File: src/rtl/cat_apb_sequencer.sv
// APB master that loads one CatRecognizer run from a valid/ready word source,
// starts the engine, polls its status register and captures the verdict.
module cat_apb_sequencer #(
  parameter int unsigned Amba_Word       = 24,
  parameter int unsigned Amba_Addr_Depth = 12,
  parameter int unsigned DATA_BASE       = 4,
  parameter int unsigned NUM_WORDS       = 1024,
  parameter int unsigned CTRL_ADDR       = 0,
  parameter int unsigned STATUS_ADDR     = 1,
  parameter int unsigned POLL_GAP        = 8,
  parameter int unsigned TIMEOUT_CYCLES  = 65535
) (
  input  logic                       clk,
  input  logic                       rst,
  input  logic                       go,
  output logic                       busy,
  input  logic [Amba_Word-1:0]       src_data,
  input  logic                       src_valid,
  output logic                       src_ready,
  output logic                       PSEL,
  output logic                       PENABLE,
  output logic                       PWRITE,
  output logic [Amba_Addr_Depth-1:0] PADDR,
  output logic [Amba_Word-1:0]       PWDATA,
  input  logic [Amba_Word-1:0]       PRDATA,
  input  logic                       CatRecOut,
  output logic                       result,
  output logic                       result_valid,
  output logic                       err
);

  localparam int unsigned AW    = Amba_Addr_Depth;
  localparam int unsigned DW    = Amba_Word;
  localparam int unsigned CNT_W = (NUM_WORDS > 1) ? $clog2(NUM_WORDS) : 1;
  localparam int unsigned GAP_W = $clog2(POLL_GAP + 1);
  localparam int unsigned TMO_W = $clog2(TIMEOUT_CYCLES + 1);

  localparam logic [CNT_W-1:0] LAST_CNT = CNT_W'(NUM_WORDS - 1);
  localparam logic [GAP_W-1:0] GAP_LAST = GAP_W'(POLL_GAP - 1);
  localparam logic [TMO_W-1:0] TMO_MAX  = TMO_W'(TIMEOUT_CYCLES);
  localparam logic [AW-1:0]    BASE_A   = AW'(DATA_BASE);
  localparam logic [AW-1:0]    CTRL_A   = AW'(CTRL_ADDR);
  localparam logic [AW-1:0]    STAT_A   = AW'(STATUS_ADDR);

  typedef enum logic [3:0] {
    IDLE, LD_WAIT, LD_SETUP, LD_ACCESS, ST_SETUP, ST_ACCESS, POLL_WAIT, PL_SETUP, PL_ACCESS
  } state_t;

  state_t           state, state_nxt;
  logic [CNT_W-1:0] cnt, cnt_nxt;
  logic [AW-1:0]    addr, addr_nxt;
  logic [GAP_W-1:0] gap, gap_nxt;
  logic [TMO_W-1:0] tmo, tmo_nxt, tmo_inc;

  logic          busy_nxt, src_ready_nxt, psel_nxt, penable_nxt, pwrite_nxt;
  logic [AW-1:0] paddr_nxt;
  logic [DW-1:0] pwdata_nxt;
  logic          result_nxt, result_valid_nxt, err_nxt;

  // Only the done flag of the status word matters; upper bits are don't-care.
  logic unused_prdata;
  assign unused_prdata = ^PRDATA[DW-1:1];

  // Saturating poll-phase cycle count, including the current cycle.
  assign tmo_inc = (tmo == TMO_MAX) ? tmo : tmo + TMO_W'(1);

  always_ff @(posedge clk) begin
    if (rst) begin
      state        <= IDLE;
      cnt          <= '0;
      addr         <= '0;
      gap          <= '0;
      tmo          <= '0;
      busy         <= 1'b0;
      src_ready    <= 1'b0;
      PSEL         <= 1'b0;
      PENABLE      <= 1'b0;
      PWRITE       <= 1'b0;
      PADDR        <= '0;
      PWDATA       <= '0;
      result       <= 1'b0;
      result_valid <= 1'b0;
      err          <= 1'b0;
    end else begin
      state        <= state_nxt;
      cnt          <= cnt_nxt;
      addr         <= addr_nxt;
      gap          <= gap_nxt;
      tmo          <= tmo_nxt;
      busy         <= busy_nxt;
      src_ready    <= src_ready_nxt;
      PSEL         <= psel_nxt;
      PENABLE      <= penable_nxt;
      PWRITE       <= pwrite_nxt;
      PADDR        <= paddr_nxt;
      PWDATA       <= pwdata_nxt;
      result       <= result_nxt;
      result_valid <= result_valid_nxt;
      err          <= err_nxt;
    end
  end

  always_comb begin
    state_nxt        = state;
    cnt_nxt          = cnt;
    addr_nxt         = addr;
    gap_nxt          = gap;
    tmo_nxt          = tmo;
    pwrite_nxt       = PWRITE;
    paddr_nxt        = PADDR;
    pwdata_nxt       = PWDATA;
    result_nxt       = result;
    result_valid_nxt = 1'b0;
    err_nxt          = err;

    case (state)
      IDLE: begin
        if (go) begin
          state_nxt  = LD_WAIT;
          err_nxt    = 1'b0;
          result_nxt = 1'b0;
          cnt_nxt    = '0;
          addr_nxt   = BASE_A;
        end
      end
      LD_WAIT: begin
        if (src_valid) begin
          state_nxt  = LD_SETUP;
          pwdata_nxt = src_data;
          paddr_nxt  = addr;
          pwrite_nxt = 1'b1;
        end
      end
      LD_SETUP: state_nxt = LD_ACCESS;
      LD_ACCESS: begin
        if (cnt == LAST_CNT) begin
          state_nxt  = ST_SETUP;
          paddr_nxt  = CTRL_A;
          pwdata_nxt = DW'(1);
          pwrite_nxt = 1'b1;
        end else begin
          state_nxt = LD_WAIT;
          cnt_nxt   = cnt + CNT_W'(1);
          addr_nxt  = addr + AW'(1);
        end
      end
      ST_SETUP: state_nxt = ST_ACCESS;
      ST_ACCESS: begin
        state_nxt = POLL_WAIT;
        tmo_nxt   = '0;
        gap_nxt   = '0;
      end
      POLL_WAIT: begin
        tmo_nxt = tmo_inc;
        if (tmo_inc == TMO_MAX) begin
          state_nxt = IDLE;
          err_nxt   = 1'b1;
        end else if (gap == GAP_LAST) begin
          state_nxt  = PL_SETUP;
          paddr_nxt  = STAT_A;
          pwrite_nxt = 1'b0;
        end else begin
          gap_nxt = gap + GAP_W'(1);
        end
      end
      PL_SETUP: begin
        tmo_nxt   = tmo_inc;
        state_nxt = PL_ACCESS;
      end
      PL_ACCESS: begin
        // An open read always completes; a done status wins over expiry.
        tmo_nxt = tmo_inc;
        if (PRDATA[0]) begin
          state_nxt        = IDLE;
          result_nxt       = CatRecOut;
          result_valid_nxt = 1'b1;
        end else if (tmo_inc == TMO_MAX) begin
          state_nxt = IDLE;
          err_nxt   = 1'b1;
        end else begin
          state_nxt = POLL_WAIT;
          gap_nxt   = '0;
        end
      end
      default: state_nxt = IDLE;
    endcase

    psel_nxt      = (state_nxt == LD_SETUP)  || (state_nxt == LD_ACCESS) ||
                    (state_nxt == ST_SETUP)  || (state_nxt == ST_ACCESS) ||
                    (state_nxt == PL_SETUP)  || (state_nxt == PL_ACCESS);
    penable_nxt   = (state_nxt == LD_ACCESS) || (state_nxt == ST_ACCESS) ||
                    (state_nxt == PL_ACCESS);
    src_ready_nxt = (state_nxt == LD_WAIT);
    busy_nxt      = (state_nxt != IDLE);
  end

endmodule

File: config.mk
export PLATFORM = sky130hd
export DESIGN_NAME = cat_apb_sequencer
export DESIGN_NICKNAME = d
export VERILOG_FILES = /design/src/rtl/cat_apb_sequencer.sv
export SDC_FILE = /design/constraint.sdc
export NUM_CORES = 1
export LEC_CHECK = 0
export BUFFER_PORTS_ARGS = -buffer_cell sky130_fd_sc_hd__buf_2
export CAP_MARGIN = 20
export CORE_MARGIN = 2
export CORE_UTILIZATION = 50
export DETAILED_ROUTE_END_ITERATION = 8
export PLACE_DENSITY = 0.83
export SLEW_MARGIN = 5
export SYNTH_ARGS = -nofsm -noshare
export SYNTH_HDL_FRONTEND = slang
export SYNTH_SLANG_ARGS = --single-unit
File: constraint.sdc
create_clock -name clk -period 3 [get_ports clk]
set_input_delay 0.45 -clock clk [delete_from_list [all_inputs] [get_ports clk]]
set_output_delay 0.45 -clock clk [all_outputs]
set_load 0.01 [all_outputs]
-- Word-level counts from Yosys, hierarchy flattened
Index checks and enable logic that the tools add are counted.
- add/subtract/negate cells: 4
- equal/unequal tests: 29
- mux-type cells: 41
- bitwise gates (word level): 1
- reductions and logical operators: 24
- operators with widths (cell ; count):
    $mux W12 ; 6
    $mux W24 ; 2
    $pmux W24 S2 ; 1
    $pmux W12 S3 ; 1
    $pmux W4 S9 ; 1
    $eq A16 B16 Y1 const B ; 2
    $eq A4 B3 Y1 const B ; 8
    $mux W4 ; 8
    $pmux W16 S2 ; 1
    $pmux W12 S2 ; 1
    $mux W10 ; 2
    $ne A2 B2 Y1 const B ; 10
    $pmux W10 S2 ; 1
    $add A16 B1 Y16 const B ; 1
    $eq A4 B2 Y1 const B ; 4
    $mux W16 ; 1
    $add A12 B1 Y12 const B ; 1
    $pmux W4 S3 ; 1
    $reduce_and A3 Y1 ; 4
    $add A10 B1 Y10 const B ; 1
    $eq A10 B10 Y1 const B ; 1
    $reduce_and A5 Y1 ; 2
    $mux W1 ; 9
    $mux W3 ; 3
    13 further kinds ; 27
- register bits after elaboration: 90
- output and inout bits: 44

-- Depth between registers and ports, before layout
- depth in word-level cells: 12
- mapped depth: 12
- mapped depth without buffers: 8

-- Worst setup path before layout
Ideal clock, no wire load.
- kind: reg-to-reg
- start point: reg tmo[1]
- end point: reg gap[3]
- data arrival time: 2.644 ns
- setup slack: 0.236 ns
- cell stages (with the launch flop): 12
- path buffers: 3
- period minus slack after synthesis: 2.764 ns
- path through: dfxtp_1 > ha_1 > buf_4 > nand4_4 > or4_4 > buf_6 > a2111oi_4 > o2111a_2 > and2_4 > buf_6 > nor4_1 > o31a_1
- word-level cells in the longest chain between the ends: 5
- RTL lines (element ; line ; text):
    from (decl) ; 53 ; logic [TMO_W-1:0] tmo, tmo_nxt, tmo_inc;
    from (signal assigned) ; 89 ; tmo <= tmo_nxt;
    $add A16 B1 Y16 or $eq A16 B16 Y1 (tied branches) ; 65 ; assign tmo_inc = (tmo == TMO_MAX) ? tmo : tmo + TMO_W'(1);
    $mux W16 (*) ; 65 ;
    $eq A16 B16 Y1 (*) ; 155, 177 ;
    $ne A2 B2 Y1 (no source line) ; n/a ;
    $reduce_and A5 Y1 (no source line) (*) ; n/a ;
    to (signal assigned) ; 88 ; gap <= gap_nxt;
    to (decl) ; 52 ; logic [GAP_W-1:0] gap, gap_nxt;
Every way passes the cells marked *; elsewhere a longest branch is shown, timed or not.
A chain may end at the register's enable or synchronous reset.

-- Final worst setup path
- start point: reg tmo[1]
- end point: reg PADDR[6]
- word-level cells in the longest chain between the ends: 5
- RTL lines (element ; line ; text):
    $add A16 B1 Y16 or $eq A16 B16 Y1 (tied branches) ; 65 ;
    $mux W16 (*) ; 65 ;
    $eq A16 B16 Y1 (*) ; 155 ; if (tmo_inc == TMO_MAX) begin
    $ne A2 B2 Y1 (no source line) (*) ; n/a ;
    $reduce_and A5 Y1 (no source line) (*) ; n/a ;
    to (signal assigned) ; 95 ; PADDR <= paddr_nxt;
    to (decl) ; 23 ; output logic [Amba_Addr_Depth-1:0] PADDR,
Marks and branches as above.

==> impl_metrics.yaml <==
floorplanning:
  die_h_um: 97.6
  start_util: 0.509
  pin_count: 97
  die_x_um: 97.6
  rows: 34
  coreArea_sq_um: 8590
  die_area_sq_um: 9520
route:
  dr.pass1.iters: 6
  drtIter0Drc: 452
  wirelength_mm: 11.3
  drc: 0
  avgViaCountPerCell: 6.06
  wl_met2_mm: 5.70
  highest_layer: "met4"
  antenna_left: 0
  wl_met3_um: 777
  wl_met1_mm: 4.64
  vias: 4286
  wl_per_cell_um: 16.0
cts:
  cts_max_level: 3
  cts_max_path_buffers: 2
  cts_buffers: 9
  clk_pin_slew_worst_paths_ns: 0.09
  root_buffer: "clkbuf_8"
  clk_latency_ns: 0.35
  cts_tree: "yes"
  cts_sinks: 90
worst_hold_path:
  worst_hold_path_type: "primary input to flip-flop"
setup_path:
  reg2reg_from: "tmo[1]"
  rr_endpoint: "PADDR[6]"
  endpoint: "PADDR[6]"
  cp_max_fo: 11
  arrival_ns: 3.07
  critPathLaunch: "tmo[1]"
  endpoint_kind: "flip-flop"
  worstPathRequired_ns: 3.28
  reg2regPathDepth: 8
  r2r_setup_slack_ns: 0.21
  path_class: "flip-flop to flip-flop"
  critPathLaunchType: "flip-flop"
finish:
  syn_to_final_growth_pct: 16.0
  drive_gt1_frac: 0.217
  final_cell_mix: "dfxtp_1 (90), nor2_1 (82), buf_2 (73), nand2_1 (49), a21oi_1 (30)"
  fillCellCount: 754
  final-instance-count-excl-fill: 707
  seq_area_sq_um: 1800
  multi_input_area_sq_um: 2400
  design_area_sq_um: 5080
  mostFrequentLayoutCell: "dfxtp_1"
  antenna_cells: 0
  finalNetCount: 652
place:
  dpl.hpwl_mm: 7.95
  place.gp.congestion: 0.949
  dp_cells: 692
  dpl_cell_area_sq_um: 4850
  io_buffers: 73
timing:
  setup_tns_ns: 0
  slew_headroom: 0.469
  worstMarginPinSlew_ns: 0.791
  rsz0062_at_grt: "no"
  finalClockSkew_ns: 0.00952
  layout_min_cycle_time_ns: 2.79
  clock.fmax_mhz: 359
  hold_ws_ns: 0.329
  hold_viol_final: 0
  drv_slew: 0
  setup_viol: 0
  period_share: 0.929
global_route:
  grt_use_total: 0.235
  antenna_found_initial: 0
  grt_pass1_wl_mm: 18.7
  grt_start_max_net_pins: 31
  overflow: 0
  grt_pass1_vias: 4058
pwr:
  irDropWorstVdd_uv: 267
  pwr-share-clk: 0.385
  power.switching_mw: 0.600
  power.internal_mw: 1.80
  sw_frac_of_total: 0.249
  pwr-share-seq: 0.518
  combPwrFrac: 0.097
  p_total_mw: 2.40
  pwr_density_cell_nw_per_um2: 473
  power_leakage_nw: 1.96
logic_synthesis:
  ys_seq_area_frac: 0.412
  ys_types: 68
  yosys-top-cells-area: "dfxtp_1 (41%), nor2_1 (7.0%), a22oi_1 (4.3%)"
  ys.flop_type: "dfxtp_1"
  yosys_register_bits: 90
  synthCells: 528
  synth_edf_count: 0
  synthesis.area_sq_um: 4380
  yosysTopAreaCellShare: 0.412
  yosysWarnings: 0
  async_reset_ff_frac: 0
  yosysTopAreaCell: "dfxtp_1"
  syn-num-nets: 585
  avgSynthCellArea_sq_um: 8.29
run_status:
  status: "finished clean"
job:
  maxCapViolCount: 0
==> final cells by class <==
| class | count | area share |
|---|---|---|
| flip-flops and latches | 90 | 0.355 |
| clock inverters | 5 | 0.0172 |
| repair buffers | 91 | 0.0985 |
| inverters | 5 | 0.00369 |
| multi-input cells | 398 | 0.472 |
| clock buffers | 10 | 0.0271 |
| well taps | 108 | 0.0266 |
==> metrics by stage <==
stage / util / setup WS, ns
global route: 0.591 / 0.0803
CTS: 0.590 / 0.221
finish: 0.591 / 0.214
floorplan: - / 0.236
global placement: 0.564 / 0.329
detailed placement: 0.564 / 0.239
==> how the worst min path moves through the flow <==
stage | start | endpoint | slack, ns | depth (start not counted)
global placement | PADDR[6] | PADDR[6] | 0.45 | 2
detailed placement | PADDR[1] | PADDR[1] | 0.45 | 2
CTS | src_data[14] | PWDATA[14] | 0.32 | 3
global route | src_data[11] | PWDATA[11] | 0.33 | 3
floorplan | gap[1] | gap[1] | 0.45 | 2
finish | src_data[14] | PWDATA[14] | 0.33 | 3
==> Yosys cell counts (all sizes together) (11+ instances only) <==
cell	instances
nor2	82
nor4	11
nand2	49
dfxtp	90
nand4	24
xor2	11
nor3	13
clkbuf	25
nand3	25
o21ai	29
a21oi	30
a22oi	25
==> timing repair <==
item,in CTS,in global routing
resized for setup,0,1
hold buffers,0,0
hold endpoints to repair,0,0
setup endpoints to repair,0,1
buffers inserted,0,0
==> registers in the layout, summed over array words and instances (netlist names) <==
register / cells
PSEL: 1
result: 1
PADDR: 12
src_ready: 1
cnt: 10
addr: 12
result_valid: 1
busy: 1
PENABLE: 1
state: 4
err: 1
PWRITE: 1
tmo: 16
gap: 4
PWDATA: 24
==> layer usage <==
| layer | up-vias | global-route usage |
|---|---|---|
| li1 | 2064 | - |
| met2 | 178 | 0.405 |
| met3 | 23 | 0.0446 |
| met1 | 2021 | 0.292 |
| met5 | - | 0 |
| met4 | 0 | 0.0812 |
==> power by group through the flow <==
| stage | sequential [mW] | combinational [mW] | clock [mW] |
|---|---|---|---|
| floorplan | 1.28 | 0.134 | 0 |
| global placement | 1.27 | 0.220 | 0 |
| detailed placement | 1.27 | 0.229 | 0 |
| CTS | 1.25 | 0.230 | 0.937 |
| global route | 1.25 | 0.255 | 0.988 |
| finish | 1.25 | 0.233 | 0.926 |
==> logic make-up (layout without fill, tap and decap cells) <==
kind of cell,Yosys count,count (layout),share of synthesized area
AOI/OAI and AO/OA,130,130,0.212
and+or+nand+nor,245,245,0.282
adders and majority gates,4,4,0.0114
muxes,3,3,0.00686
DFF,90,90,0.412
buffers and inverters,40,111,0.0434
xor gates and xnor gates,16,16,0.0320
==> worst max-delay path, cell delays in order (launching register included) <==
cell and delay [ns]:
dfxtp_1 0.47, ha_1 0.27, nand4_4 0.11, or4_4 0.59, a2111oi_4 0.38, o2111a_2 0.29, and2_4 0.20, o21ai_2 0.21
o21ai_0 0.20
No activity file was read; power rests on OpenSTA's default activity.
